--- src/rtl/cla_adder.sv ---
// 4-bit carry-lookahead adder with a registered sum and a combinational carry out.
// c_out is a pure function of A, B and c_in, so adders can be chained within one cycle.
module cla_adder (
  input  logic       clk,
  input  logic       rst_n,
  input  logic       en,
  input  logic       c_in,
  input  logic [3:0] A,
  input  logic [3:0] B,
  output logic [3:0] Output,
  output logic       c_out,
  output logic       ready
);

  logic [3:0] g;
  logic [3:0] p;
  logic [4:0] c;
  logic [3:0] s;

  assign g = A & B;
  assign p = A ^ B;

  // Every carry is a flat sum of products of g, p and c_in; no carry feeds another.
  assign c[0] = c_in;
  assign c[1] = g[0]
              | (p[0] & c_in);
  assign c[2] = g[1]
              | (p[1] & g[0])
              | (p[1] & p[0] & c_in);
  assign c[3] = g[2]
              | (p[2] & g[1])
              | (p[2] & p[1] & g[0])
              | (p[2] & p[1] & p[0] & c_in);
  assign c[4] = g[3]
              | (p[3] & g[2])
              | (p[3] & p[2] & g[1])
              | (p[3] & p[2] & p[1] & g[0])
              | (p[3] & p[2] & p[1] & p[0] & c_in);

  assign s     = p ^ c[3:0];
  assign c_out = c[4];

  always_ff @(posedge clk or negedge rst_n) begin
    if (!rst_n) begin
      Output <= 4'h0;
      ready  <= 1'b0;
    end else begin
      ready <= en;
      if (en) begin
        Output <= s;
      end
    end
  end

endmodule

--- config.mk ---
export PLATFORM = sky130hd
export DESIGN_NAME = cla_adder
export DESIGN_NICKNAME = d
export VERILOG_FILES = /design/src/rtl/cla_adder.sv
export SDC_FILE = /design/constraint.sdc
export NUM_CORES = 1
export LEC_CHECK = 0
export ABC_AREA = 1
export CELL_PAD_IN_SITES_DETAIL_PLACEMENT = 2
export CELL_PAD_IN_SITES_GLOBAL_PLACEMENT = 2
export CORE_MARGIN = 2
export CORE_UTILIZATION = 20
export CTS_CLUSTER_SIZE = 30
export DETAILED_ROUTE_END_ITERATION = 8
export PLACE_DENSITY_LB_ADDON = 0.1
export REMOVE_ABC_BUFFERS = 1
export SKIP_LAST_GASP = 1
export SYNTH_ARGS = -nofsm -noshare
export SYNTH_HDL_FRONTEND = slang
export SYNTH_SLANG_ARGS = --single-unit
--- constraint.sdc ---
create_clock -name clk -period 2.02 [get_ports clk]
set_clock_uncertainty 0.1 [all_clocks]
set_input_delay 0.303 -clock clk [delete_from_list [all_inputs] [get_ports clk]]
set_output_delay 0.303 -clock clk [all_outputs]
set_load 0.005 [all_outputs]
### Word-level counts from Yosys, hierarchy flattened

Index checks and enable logic that the tools add are counted.

| storage, ports and cells | value |
|---|---|
| flip-flop bits (word level) | 5 |
| input bits | 12 |
| output and inout port bits | 6 |
| word-level logic and storage cells | 31 |

| cells by class | value |
|---|---|
| bitwise logic cells | 29 |

Operators by type and width:

| kind | number |
|---|---|
| 1-bit bitwise AND | 16 |
| 1-bit OR | 10 |
| 4-bit bitwise XOR | 2 |
| 4-bit bitwise AND | 1 |

### Longest topological paths before layout

| logic depth | value |
|---|---|
| word-level depth | 6 |
| gate-level depth with buffers | 8 |
| gate-level depth less buffers | 8 |

### Least setup slack after synthesis

OpenSTA, ideal clock, no wires.

| path | value |
|---|---|
| path kind | input -> output |
| start point | input A[2] |
| end point | output c_out |
| arrival | 1.046 ns |
| required time | 1.617 ns |
| path slack | 0.571 ns |
| stages on the path | 6 |
| path buffers | 0 |
| cells stage by stage | ha_1 -> or2_0 -> nand2_1 -> nand2_1 -> nand2_1 -> nand2_1 |

| between the ends | value |
|---|---|
| cells in the longest elaborated chain, start to end | 6 |
| elaborated cells on any way between the ends | 13 |
| classes of those cells | 13 x bitwise |

RTL lines:

| what | line | RTL |
|---|---|---|
| from (decl) | 8 | `input logic [3:0] A,` |
| 4-bit bitwise AND / 4-bit bitwise XOR (equally long branches) | 20, 21 |  |
| 1-bit bitwise AND (on tied branches) | - |  |
| 1-bit OR (tied with other cells) | 35 | `\| (p[3] & g[2])` |
| 1-bit OR (tied with other cells) | 36 | `\| (p[3] & p[2] & g[1])` |
| 1-bit OR / 1-bit bitwise AND (equally long branches) | 37, 38 |  |
| 1-bit OR (*) | 38 | `\| (p[3] & p[2] & p[1] & p[0] & c_in);` |
| to (decl) | 11 | `output logic c_out,` |

Every way passes the cells marked *; elsewhere a longest branch is shown, timed or not.

### Final worst setup path

| path | value |
|---|---|
| start point | input A[1] |
| end point | register Output[3] |

| between the ends | value |
|---|---|
| cells in the longest elaborated chain, start to end | 6 |
| elaborated cells on any way between the ends | 11 |
| classes of those cells | 11 x bitwise |

RTL lines:

| what | line | RTL |
|---|---|---|
| 4-bit bitwise AND / 4-bit bitwise XOR (equally long branches) | 20, 21 |  |
| 1-bit bitwise AND (on tied branches) | 31, 32, 33 |  |
| 1-bit OR (tied with other cells) | 31 | `\| (p[2] & g[1])` |
| 1-bit OR / 1-bit bitwise AND (equally long branches) | 32, 33 |  |
| 1-bit OR (*) | 33 | `\| (p[2] & p[1] & p[0] & c_in);` |
| 4-bit bitwise XOR (*) | 40 | `assign s = p ^ c[3:0];` |
| to (signal assigned) | 50 | `Output <= s;` |
| to (decl) | 10 | `output logic [3:0] Output,` |

Marks and branches as above.
A chain may end at the register's enable or synchronous reset.

==> out/metrics.cfg <==
[hold_path]
hold_class=in2async

[power_and_ir_drop]
peakVddDrop_mv=0.1742
power.leakage_nw=0.4160
p_total_mw=0.4100
power.density_nw_per_um2=548.9

[floorplan]
dieArea_um2=2013
rows=14
fp.dieW_um=44.87
ioPinCount=18
die_h_um=44.87
fp.coreArea_um2=1541
start_util_pct=21.67

[sta]
rsz0062_at_grt=false
finalCriticalPeriod_ps=1827
relSlewSlack_pct=84.98
slew_violations=0
fin_crit_sh_pct=90.44
hold_viol_final=0
setup-violations-final=0
worst_pin_slew_ps=224.6
whs_ps=186.7
clock.fmax_ghz=0.5474

[global_route]
grt_pass1_vias=458
grt_pass1_wl_um=1904
grt_use_met2_pct=24.06
met3_usage_pct=1.200
grt_overflow=0
use_met1_pct=14.46
antenna_found_initial=0
grt_util_all_layers_pct=13.00
grt_max_degree=7
busiest_layer=met2

[routing]
wl_um=1196
drc=0
post_drt_wl_per_cell_um=12.20
ant_nets=0
initialDrtViolationCount=4
vias=437
dr.pass1.iters=3
via_per_inst=4.459

[synthesis]
netlist_area_um2=334.1
synth_top_cell_area_share_pct=37.45
synth_cell_type_count=11
yosys-top-cells-area=dfrtp_1 (37%), ha_1 (15%), nand2_1 (15%)
synth-seq-area-share_pct=37.45
syn-instance-count=42
synth_warnings=0
syn_area_per_cell_um2=7.954
yosysTopAreaCell=dfrtp_1
ys_seq_elements=5

[layout]
nFillCells=170
layout-drive-gt1-share_pct=32.93
stdcell_area_um2=747.0
area_delta_synth_final_pct=123.6
diodes=0
finalNetCount=100

[critical_path]
crit_path_end_kind=flop
worst-setup-path-type=in2reg
rrSetupSlack_ps=1290
crit_path_start_kind=primary input
r2r-start=Output[2]
required_ps=2100
r2r_cells=2
reg2reg_to=Output[2]
path_max_fanout=3
critPathArrivalTime_ps=1900

[clock_tree]
cts_num_sinks=5
cts-buffers-inserted=3
htreeDepth=1
root_buffer=clkbuf_4
tritoncts=yes
clk_path_buf_depth=2
clk_latency_ps=230
ctsHoldBuffers=0
cts.clk_slew.worst_paths_ps=40

[place]
dp_hpwl_um=762.9
postPlaceCellArea_um2=576.8
io_buffers=17
gp_congestion=0.6623

[run_status]
outcome=complete, no violations

[flow_run]
drv_cap=0

-- report_power, final --
| part | switching, mW | leakage, nW | internal [mW] |
|---|---|---|---|
| sequential | 0.00647 | 0.0600 | 0.115 |
| combinational | 0.0630 | 0.341 | 0.113 |
| clock | 0.0380 | 0.0150 | 0.0745 |
| total | 0.107 | 0.416 | 0.303 |
-- routing by layer --
layer  vias up  wire (um)  part of all wire [%]
met1       210        496                    41
met5         -          0                     0
met2        12        641                    54
met4         0          6                  0.50
met3         2         51                   4.3
li1        213          -                     -
-- flip-flops by register name, indices dropped and copies added (netlist names) --
signal and cells:
ready 1, Output 4
-- metrics by stage --
step | cells | worst slack [ps] | setup TNS, ps | util (%)
after floorplan | 42 | 571.5 | 0 | -
after global placement | 82 | -309.5 | -309.5 | 37.42
after detailed placement | 82 | -339.9 | -339.9 | 37.42
after CTS | 96 | -44.58 | -44.58 | 43.67
after global routing | 98 | 102.0 | 0 | 48.46
final | 98 | 193.1 | 0 | 48.46
-- cells in the final DEF (no fill, tap or decap) --
cell and instances:
buf_2 1, buf_4 18, buf_6 1, clkbuf_1 1
clkbuf_4 3, clkdlybuf4s50_1 10, dfrtp_1 5, dlymetal6s2s_1 6
fa_1 1, ha_1 1, ha_4 3, inv_1 7
nand2_1 12, nand2_2 1, nand3_1 4, nand4_1 1
nor2_1 2, o21ai_0 3, or2_0 1, xor2_1 1
-- layout make-up --
cell class / instances / area [um^2] / share of cell area, %
flip-flops and latches: 5 / 125.1 / 16.75
inverters: 7 / 26.28 / 3.518
clock buffers: 4 / 26.28 / 3.518
multi-input cells: 30 / 222.7 / 29.82
well taps: 16 / 20.02 / 2.680
repair buffers: 36 / 326.6 / 43.72
-- logic make-up after synthesis --
kind of cell / count (synthesis) / share of synthesized area, %
AND/OR/NAND/NOR: 21 / 26.60
AO/OA/AOI/OAI: 3 / 4.493
buffers and inverters: 7 / 7.867
flip-flops: 5 / 37.45
adder cells (fa/ha/maj): 5 / 20.97
XOR/XNOR: 1 / 2.622
-- Yosys cell counts --
master,count
nand2_1,13
nand4_1,1
nand3_1,4
inv_1,7
dfrtp_1,5
fa_1,1
or2_0,1
xor2_1,1
o21ai_0,3
ha_1,4
nor2_1,2
-- worst max-delay path, stage by stage --
cell	delay (ps)
dlymetal6s2s_1	140
ha_4	290
nand2_1	80
nand2_1	100
nand2_1	70
buf_4	130
buf_4	120
buf_4	120
buf_4	120
buf_4	120
buf_4	120
nand3_1	60
nand3_1	80
nand2_1	60
-- how the worst max path moves through the flow --
stage	from	end	slack (ps)	depth (start not counted)
6_report	A[1]	Output[3]	190	14
5_1_grt	B[1]	Output[3]	100	14
4_1_cts	A[1]	Output[3]	-40	14
3_5_place_dp	A[2]	c_out	-340	8
3_3_place_gp	A[2]	c_out	-310	8
2_1_floorplan	A[2]	c_out	570	6
-- what timing repair did --
action / CTS / global route
gates resized for setup: 4 / 12
setup buffers: 10 / 2
pin swaps: 5 / 5
endpoints found under the setup margin: 1 / 2
Note: power is estimated with default switching activity, not from simulation.
